===== config.mk =====
export PLATFORM = sky130hd
export DESIGN_NAME = mips_multicycle_ctrl
export DESIGN_NICKNAME = d
export VERILOG_FILES = /design/src/rtl/mips_multicycle_ctrl.sv
export SDC_FILE = /design/constraint.sdc
export NUM_CORES = 1
export LEC_CHECK = 0
export CAP_MARGIN = 20
export CORE_MARGIN = 2
export CORE_UTILIZATION = 42
export CTS_CLUSTER_DIAMETER = 150
export DETAILED_ROUTE_END_ITERATION = 10
export PLACE_DENSITY = 0.77
export SLEW_MARGIN = 30
export SYNTH_ARGS = -nofsm -noshare
export SYNTH_HDL_FRONTEND = slang
export SYNTH_SLANG_ARGS = --single-unit

===== constraint.sdc =====
create_clock -name clk -period 1.7 [get_ports clk]
set_input_delay 0.51 -clock clk [delete_from_list [all_inputs] [get_ports clk]]
set_output_delay 0.51 -clock clk [all_outputs]
set_load 0.01 [all_outputs]

===== src/rtl/mips_multicycle_ctrl.sv =====
// -----------------------------------------------------------------------------
// mips_multicycle_ctrl
// Main control unit for a multicycle MIPS datapath. A Moore FSM takes each
// instruction through 3-5 states and drives every mux select and write enable.
// Memory-gated strobes (irwrite/pcwrite in FETCH, memwrite in MEMWR) also
// require mem_ready. The debug outputs are the FSM state, a retired-instruction
// counter and a sticky illegal-opcode/funct flag.
//
// Ports
//   clk          in   rising-edge clock
//   reset        in   asynchronous active-low reset
//   op, funct    in   instr[31:26] / instr[5:0] from the instruction register
//   zero         in   ALU zero flag (used for beq)
//   mem_ready    in   memory completes the current access this cycle
//   iord         out  memory address select (0 PC, 1 ALUOut)
//   irwrite      out  instruction register load enable
//   memwrite     out  data memory write strobe
//   regwrite     out  register file write enable
//   regdst       out  write address select (0 rt, 1 rd)
//   memtoreg     out  write data select (0 ALUOut, 1 Data register)
//   alusrca      out  ALU A select (0 PC, 1 rs)
//   alusrcb      out  ALU B select (00 rt, 01 4, 10 signimm, 11 signimm<<2)
//   pcsrc        out  next PC select (00 ALUResult, 01 ALUOut, 10 jump target)
//   alucontrol   out  ALU function code
//   pcen         out  PC enable = pcwrite | (branch & zero)
//   state_DBG    out  current FSM state encoding
//   instr_count  out  retired-instruction counter (wraps)
//   illegal_op   out  sticky unsupported-opcode/funct flag
// -----------------------------------------------------------------------------
module mips_multicycle_ctrl #(
    parameter int CNT_W = 32
) (
    input  logic             clk,
    input  logic             reset,
    input  logic [5:0]       op,
    input  logic [5:0]       funct,
    input  logic             zero,
    input  logic             mem_ready,
    output logic             iord,
    output logic             irwrite,
    output logic             memwrite,
    output logic             regwrite,
    output logic             regdst,
    output logic             memtoreg,
    output logic             alusrca,
    output logic [1:0]       alusrcb,
    output logic [1:0]       pcsrc,
    output logic [2:0]       alucontrol,
    output logic             pcen,
    output logic [3:0]       state_DBG,
    output logic [CNT_W-1:0] instr_count,
    output logic             illegal_op
);

    typedef enum logic [3:0] {
        S_FETCH   = 4'd0,
        S_DECODE  = 4'd1,
        S_MEMADR  = 4'd2,
        S_MEMRD   = 4'd3,
        S_MEMWB   = 4'd4,
        S_MEMWR   = 4'd5,
        S_EXECUTE = 4'd6,
        S_ALUWB   = 4'd7,
        S_BRANCH  = 4'd8,
        S_ADDIEX  = 4'd9,
        S_ADDIWB  = 4'd10,
        S_JUMP    = 4'd11
    } state_t;

    localparam logic [5:0] OP_RTYPE = 6'b000000;
    localparam logic [5:0] OP_LW    = 6'b100011;
    localparam logic [5:0] OP_SW    = 6'b101011;
    localparam logic [5:0] OP_BEQ   = 6'b000100;
    localparam logic [5:0] OP_ADDI  = 6'b001000;
    localparam logic [5:0] OP_J     = 6'b000010;

    localparam logic [2:0] ALU_ADD = 3'b010;
    localparam logic [2:0] ALU_SUB = 3'b110;
    localparam logic [2:0] ALU_AND = 3'b000;
    localparam logic [2:0] ALU_OR  = 3'b001;
    localparam logic [2:0] ALU_SLT = 3'b111;

    state_t           r_state;
    state_t           w_next;
    logic             w_pcwrite;
    logic             w_branch;
    logic             w_irwrite;
    logic             w_memwrite;
    logic             w_regwrite;
    logic             w_bad_op;
    logic             w_bad_funct;
    logic             w_retire;
    logic [2:0]       w_funct_alu;
    logic             r_illegal;
    logic [CNT_W-1:0] r_count;

    // R-type funct decode; unknown codes fall back to add and are flagged.
    always_comb begin
        w_bad_funct = 1'b0;
        unique case (funct)
            6'b100000: w_funct_alu = ALU_ADD;
            6'b100010: w_funct_alu = ALU_SUB;
            6'b100100: w_funct_alu = ALU_AND;
            6'b100101: w_funct_alu = ALU_OR;
            6'b101010: w_funct_alu = ALU_SLT;
            default: begin
                w_funct_alu = ALU_ADD;
                w_bad_funct = 1'b1;
            end
        endcase
    end

    // State register.
    // NOTE: sequential state uses non-blocking assignments so every flop samples
    // pre-edge values; blocking here would create order-dependent simulation.
    always_ff @(posedge clk or negedge reset) begin
        if (!reset) r_state <= S_FETCH;
        else        r_state <= w_next;
    end

    // Next-state logic.
    always_comb begin
        w_next   = S_FETCH;
        w_bad_op = 1'b0;
        case (r_state)
            S_FETCH:   w_next = mem_ready ? S_DECODE : S_FETCH;
            S_DECODE: begin
                case (op)
                    OP_LW, OP_SW: w_next = S_MEMADR;
                    OP_RTYPE:     w_next = S_EXECUTE;
                    OP_BEQ:       w_next = S_BRANCH;
                    OP_ADDI:      w_next = S_ADDIEX;
                    OP_J:         w_next = S_JUMP;
                    default: begin
                        w_next   = S_FETCH;
                        w_bad_op = 1'b1;
                    end
                endcase
            end
            S_MEMADR:  w_next = (op == OP_SW) ? S_MEMWR : S_MEMRD;
            S_MEMRD:   w_next = mem_ready ? S_MEMWB : S_MEMRD;
            S_MEMWR:   w_next = mem_ready ? S_FETCH : S_MEMWR;
            S_EXECUTE: w_next = S_ALUWB;
            S_ADDIEX:  w_next = S_ADDIWB;
            // Write-back/branch/jump states and unreachable codes 12-15 return
            // to FETCH through the default above.
            default:   w_next = S_FETCH;
        endcase
    end

    // Moore output decode.
    // NOTE: every output gets a default before the case so no path leaves a
    // signal unassigned, which would otherwise infer a latch.
    always_comb begin
        iord       = 1'b0;
        w_irwrite  = 1'b0;
        w_memwrite = 1'b0;
        w_regwrite = 1'b0;
        regdst     = 1'b0;
        memtoreg   = 1'b0;
        alusrca    = 1'b0;
        alusrcb    = 2'b00;
        pcsrc      = 2'b00;
        alucontrol = ALU_AND;
        w_pcwrite  = 1'b0;
        w_branch   = 1'b0;
        case (r_state)
            S_FETCH: begin
                alusrcb    = 2'b01;
                alucontrol = ALU_ADD;
                w_irwrite  = mem_ready;
                w_pcwrite  = mem_ready;
            end
            S_DECODE: begin
                alusrcb    = 2'b11;
                alucontrol = ALU_ADD;
            end
            S_MEMADR, S_ADDIEX: begin
                alusrca    = 1'b1;
                alusrcb    = 2'b10;
                alucontrol = ALU_ADD;
            end
            S_MEMRD: iord = 1'b1;
            S_MEMWB: begin
                memtoreg   = 1'b1;
                w_regwrite = 1'b1;
            end
            S_MEMWR: begin
                iord       = 1'b1;
                w_memwrite = mem_ready;
            end
            S_EXECUTE: begin
                alusrca    = 1'b1;
                alucontrol = w_funct_alu;
            end
            S_ALUWB: begin
                regdst     = 1'b1;
                w_regwrite = 1'b1;
            end
            S_BRANCH: begin
                alusrca    = 1'b1;
                alucontrol = ALU_SUB;
                w_branch   = 1'b1;
                pcsrc      = 2'b01;
            end
            S_ADDIWB: w_regwrite = 1'b1;
            S_JUMP: begin
                pcsrc     = 2'b10;
                w_pcwrite = 1'b1;
            end
            default: ;
        endcase
    end

    // Write strobes are gated by reset itself so they drop the instant reset
    // asserts, independent of mem_ready or the flop update.
    assign irwrite  = w_irwrite  & reset;
    assign memwrite = w_memwrite & reset;
    assign regwrite = w_regwrite & reset;
    assign pcen     = (w_pcwrite | (w_branch & zero)) & reset;

    // An instruction retires on the edge that leaves its final state.
    always_comb begin
        case (r_state)
            S_MEMWB, S_ALUWB, S_BRANCH, S_ADDIWB, S_JUMP: w_retire = 1'b1;
            S_MEMWR: w_retire = mem_ready;
            default: w_retire = 1'b0;
        endcase
    end

    always_ff @(posedge clk or negedge reset) begin
        if (!reset) begin
            r_count   <= '0;
            r_illegal <= 1'b0;
        end else begin
            if (w_retire) r_count <= r_count + 1'b1;
            if ((r_state == S_DECODE && w_bad_op) ||
                (r_state == S_EXECUTE && w_bad_funct))
                r_illegal <= 1'b1;
        end
    end

    assign state_DBG   = r_state;
    assign instr_count = r_count;
    assign illegal_op  = r_illegal;

endmodule


# Word level (Yosys, flattened, before mapping)
# Index checks and enable logic that the tools add are counted.
[totals] regBits=37 mem_bits_ro=0 out_inout_bits=52 input_bits=16 mem_count=0 latch_bits=0 mem_bits_rw=0
[classes] n_shift=0 div_mod_pow=0 reduce_logical=14 n_eq_ne=21 multipliers=0 n_lt_le_gt_ge=0 muxes=23 n_addsub=1 bitwise=6
[op_table] op="$eq 6x6->1 const B" n=7
[op_table] op="$add 32x1->32 const B" n=1
[op_table] op="$pmux 4 s7" n=1
[op_table] op="$pmux 4 s5" n=1
[op_table] op="$eq 4x3->1 const B" n=4
[op_table] op="$eq 4x4->1 const B" n=4
[op_table] op="$mux 1" n=12
[op_table] op="$pmux 3 s4" n=1
[op_table] op="$reduce_or 5->1" n=2
[op_table] op="$mux 3" n=3
[op_table] op="$pmux 3 s3" n=1
[op_table] op="$eq 4x2->1 const B" n=2
[op_table] op="$reduce_or 4->1" n=2
[op_table] op="$eq 6x2->1 const B" n=1
[op_table] op="$eq 6x3->1 const B" n=1
[op_table] op="$eq 6x4->1 const B" n=1
[op_table] op="$logic_not 6->1" n=1
[op_table] op="$pmux 2 s3" n=1
[op_table] op="$reduce_or 2->1" n=3
[op_table] op="$reduce_or 6->1" n=1
[op_table] op="$and 1x1->1" n=5
[op_table] op="$eq 4x1->1 const B" n=1
[op_table] op="$logic_not 4->1" n=1
[op_table] op="$pmux 1 s2" n=2
[op_table] op="5 further kinds" n=6

# Depth between registers and ports, before layout
[logic_depth] ltp_word=6 mapped_depth=6 ltp_nobuf=6

# Least setup slack after synthesis
# Ideal clock, no wire load.
[synth_timing] kind="register to output" start="reg r_state[1], in the netlist state_DBG[1]" end="out alucontrol[2]" arrival_time_ns=1.347 path_slack_ns=-0.157 required_time_ns=1.190 path_stages_with_launch=5 path_cell_list="dfrtp_1 buf_4 clkbuf_1 nor3_1 o21bai_1"
[synth_via] elab_chain_cells=3 elab_cells_between_ends=8 cone_classes="eq/ne: 5; mux: 1; reduce/logical: 2"
[synth_rtl] item="start: declaration" line="83" text="state_t r_state;"
[synth_rtl] item="start signal: assignment" line="118" text="else r_state <= w_next;"
[synth_rtl] item="$eq 4x1->1 (tied with other cells)" line="167" text="case (r_state)"
[synth_rtl] item="$reduce_or 4->1 (no line)"
[synth_rtl] item="$pmux 3 s3 *" line="167"
[synth_rtl] item="end: declaration" line="48" text="output logic [2:0] alucontrol,"
# Every way passes the cells marked *; elsewhere a longest branch is shown, timed or not.

# Final worst setup path
[layout_timing] start="reg r_state[3], in the netlist state_DBG[3]" end="out regwrite"
[layout_via] elab_chain_cells=4 elab_cells_between_ends=6 cone_classes="eq/ne: 3; mux: 1; bitwise: 1; reduce/logical: 1"
[layout_rtl] item="$eq 4x3->1 / $eq 4x4->1 (equally long branches)" line="167"
[layout_rtl] item="$reduce_or 3->1 (no line) *"
[layout_rtl] item="$mux 1 *" line="167"
[layout_rtl] item="$and 1x1->1 *" line="219" text="assign regwrite = w_regwrite & reset;"
[layout_rtl] item="end: declaration" line="42" text="output logic regwrite,"
# Marked as above.

==> flow_summary.yaml <==
logic_synthesis:
  post_synth.cell_area_avg_um2: 9.700
  yosys_register_bits: 37
  synthesis.area_um2: 2115
  synth.most_common_cell: "sky130_fd_sc_hd__dfrtp_1"
  syn_inst: 218
  syn_nets: 235
  ys_seq_area_share_pct: 43.79
  yosysWarnings: 0
  post-synth-top-area-fraction_pct: 43.79
  netlist.top_cell.by_area: "sky130_fd_sc_hd__dfrtp_1"
  ys_async_sr_fraction_pct: 100.0
  yosys-top-cells-area: "sky130_fd_sc_hd__dfrtp_1 (44%), sky130_fd_sc_hd__xnor2_1 (9.9%), sky130_fd_sc_hd__xor2_1 (4.1%), sky130_fd_sc_hd__nand3_1 (3.6%), sky130_fd_sc_hd__nand2_1 (3.0%)"
  synthDistinctLibCells: 46
  yosys_most_used_dff: "sky130_fd_sc_hd__dfrtp_1"
  synth-edff-count: 0
  yosys-top-cells-count: "sky130_fd_sc_hd__dfrtp_1 (37), sky130_fd_sc_hd__xnor2_1 (24), sky130_fd_sc_hd__nand2_1 (17)"
job:
  maxCapViolations: 0
layout:
  layout-drive-gt1-share_pct: 51.86
  final_area_um2: 4051
  seq_area_um2: 932.1
  multiInputGateArea_um2: 1574
  area_overhead_vs_synth_pct: 91.60
  finalNetCount: 392
  ant_diodes: 0
  post_layout_nonfiller_instances: 443
  fillCellCount: 236
critical_path:
  rr_worst_depth: 10
  worstSetupEndpoint: "regwrite"
  rr_startpoint: "state_DBG[1]"
  crit_arrival_ps: 1600
  critical_path_required_ps: 1190
  timing.critical_path.fanout_max: 8
  reg2reg_setup_slack_ps: -330
  r2r-end: "instr_count[28]"
  crit_start: "state_DBG[3]"
  critical_path.startpoint_type: "register"
  path_class: "reg -> out"
  cp-end-kind: "primary output"
outcome:
  violations: "negative setup slack"
  status: "complete, but fails checks"
grt:
  groute.usage.overall_pct: 26.46
  grt_start_max_net_pins: 35
  globalRouteOverflowTotal: 0
  grt_first_pass_wirelength_mm: 11.10
  number_of_antenna_violations_at_the_first_check_in_global_routing: 0
  number_of_global_route_vias_before_repair: 2264
clock_tree:
  clk_pin_slew_ps: 70
  clock_sink_count: 37
  clock_tree.buffer_depth: 2
  clk_tree_root_cell: "sky130_fd_sc_hd__clkbuf_8"
  cts_made_buffers: 5
  cts.htree.levels: 2
  clock_insertion_delay_worst_skew_ps: 300
  cts_tree: "built"
sta:
  timing.max_slew.rel_slack_pct: 70.56
  finalWorstSetupSlack_ps: -411.7
  report.final.slew_viol_count: 0
  skew_ps: 7.981
  tightestPinTransition_ps: 441.6
  rsz0062_at_grt: "true"
  layout_worst_path_cycle_share_pct: 124.2
  timing.final.setup_violations: 50
  clock.fmax_mhz: 473.6
  post-route-min-period_ps: 2112
  hold_viol_final: 0
floorplan:
  die-height_um: 74.96
  design.die.area_um2: 5618
  floorplan.rows: 25
  horiz_die_dim_um: 74.96
  design.portCount: 68
  core_um2: 4786
  starting_density_pct: 44.18
placed_design:
  routabilityCongestion: 0.8232
  dp_cells: 403
  buffer_ports.inserted: 67
  pre_cts_setup_slack_ps: -922.1
  dp.final_hpwl_mm: 4.481
  place_area_um2: 3283
drt:
  via_count: 2471
  antenna_violating_nets_post_route: 0
  drt-vias-per-instance: 5.578
  drt_pass1_iterations: 5
  initialDrtViolationCount: 122
  drt-wirelength-per-cell_um: 19.70
  postRouteWirelength_mm: 8.726
  post_detailed_route_drc_marker_count: 0
power:
  max-vdd-ir-drop_mv: 0.7600
  pwr_density_cell_nw_per_um2: 1008
  leakagePower_nw: 2.069
hold_path:
  min-delay-path-class: "in -> async"
[through the flow]
step / hold slack (ps) / total power, mW / setup TNS, ps / utilization (%)
floorplan: 214.4 / 1.730 / -24.39 / -
global placement: 460.1 / 2.560 / -21050 / 68.60
detailed placement: 473.0 / 2.591 / -22060 / 68.60
CTS: 303.8 / 3.651 / -4251 / 78.33
global route: 325.2 / 4.228 / -11570 / 84.65
finish: 332.1 / 4.085 / -9354 / 84.65
[critical path, cell delays in order, from the launching register on]
cell	delay (ps)
sky130_fd_sc_hd__dfrtp_2	460
sky130_fd_sc_hd__buf_4	160
sky130_fd_sc_hd__nand2b_4	90
sky130_fd_sc_hd__nor2_1	60
sky130_fd_sc_hd__a21oi_1	140
sky130_fd_sc_hd__nor2_1	60
sky130_fd_sc_hd__o21a_1	170
sky130_fd_sc_hd__buf_2	150
[per-layer routing]
metal	up-vias	GRT usage (%)	wire, µm
met1	1224	32.80	3368
li1	1093	-	-
met5	-	0	0
met2	121	46.10	4580
met3	33	4.685	478
met4	0	9.524	298
[cells in the final DEF (no fill, tap or decap), types with 5 or more instances in the layout]
cell type and instances:
sky130_fd_sc_hd__buf_2 15, sky130_fd_sc_hd__buf_4 66, sky130_fd_sc_hd__buf_6 20, sky130_fd_sc_hd__clkbuf_8 6
sky130_fd_sc_hd__clkdlybuf4s50_1 6, sky130_fd_sc_hd__dfrtp_1 32, sky130_fd_sc_hd__dfrtp_2 5, sky130_fd_sc_hd__dlygate4sd2_1 37
sky130_fd_sc_hd__inv_1 6, sky130_fd_sc_hd__nand2_1 9, sky130_fd_sc_hd__nand2_4 5, sky130_fd_sc_hd__nand3_1 5
sky130_fd_sc_hd__nand3_2 5, sky130_fd_sc_hd__nand3_4 5, sky130_fd_sc_hd__nand4_1 9, sky130_fd_sc_hd__nor2_1 7
sky130_fd_sc_hd__nor2_2 6, sky130_fd_sc_hd__xnor2_1 20, sky130_fd_sc_hd__xor2_1 8
[sequential cells by signal, summed over array words and instances, names as in the netlist]
register	count
illegal_op	1
instr_count	32
state_DBG	4
[kinds of logic (layout without fill, tap and decap cells)]
family / count (synthesis) / in the layout / synth area share (%)
DFF: 37 / 37 / 43.79
adders and majority gates: 1 / 1 / 0.5916
muxes: 1 / 1 / 0.5325
buffers and inverters: 13 / 171 / 2.485
AOI/OAI and AO/OA: 33 / 33 / 10.77
xor gates and xnor gates: 34 / 34 / 14.08
and+or+nand+nor: 99 / 99 / 27.75
[repair_timing]
action	CTS	global route
setup buffers	24	11
setup endpoints to repair	81	58
hold buffers	0	0
pin swaps	38	28
gates cloned	1	0
gates resized for setup	171	59
[final cells by class]
type / count / area share, %
inverters: 8 / 0.7412
repair buffers: 155 / 32.37
well taps: 67 / 2.069
clock buffers: 6 / 2.038
flip-flops and latches: 37 / 23.01
clock inverters: 2 / 0.9265
multi-input cells: 168 / 38.85
[worst min path at each step]
stage / slack [ps] / depth (start not counted) / endpoint / from
final: 330 / 3 / state_DBG[2] / reset
after CTS: 300 / 3 / state_DBG[1] / reset
after global placement: 460 / 1 / instr_count[31] / instr_count[31]
after detailed placement: 470 / 1 / illegal_op / illegal_op
after floorplan: 210 / 0 / illegal_op / reset
after global routing: 330 / 3 / state_DBG[2] / reset
[report_power, final]
group / total (mW) / switching (mW) / internal (mW)
Clock: 0.818 / 0.341 / 0.477
Sequential: 1.05 / 0.0897 / 0.958
Combinational: 2.22 / 1.09 / 1.13
Total: 4.09 / 1.52 / 2.57
(Power assumes the default switching activity.)
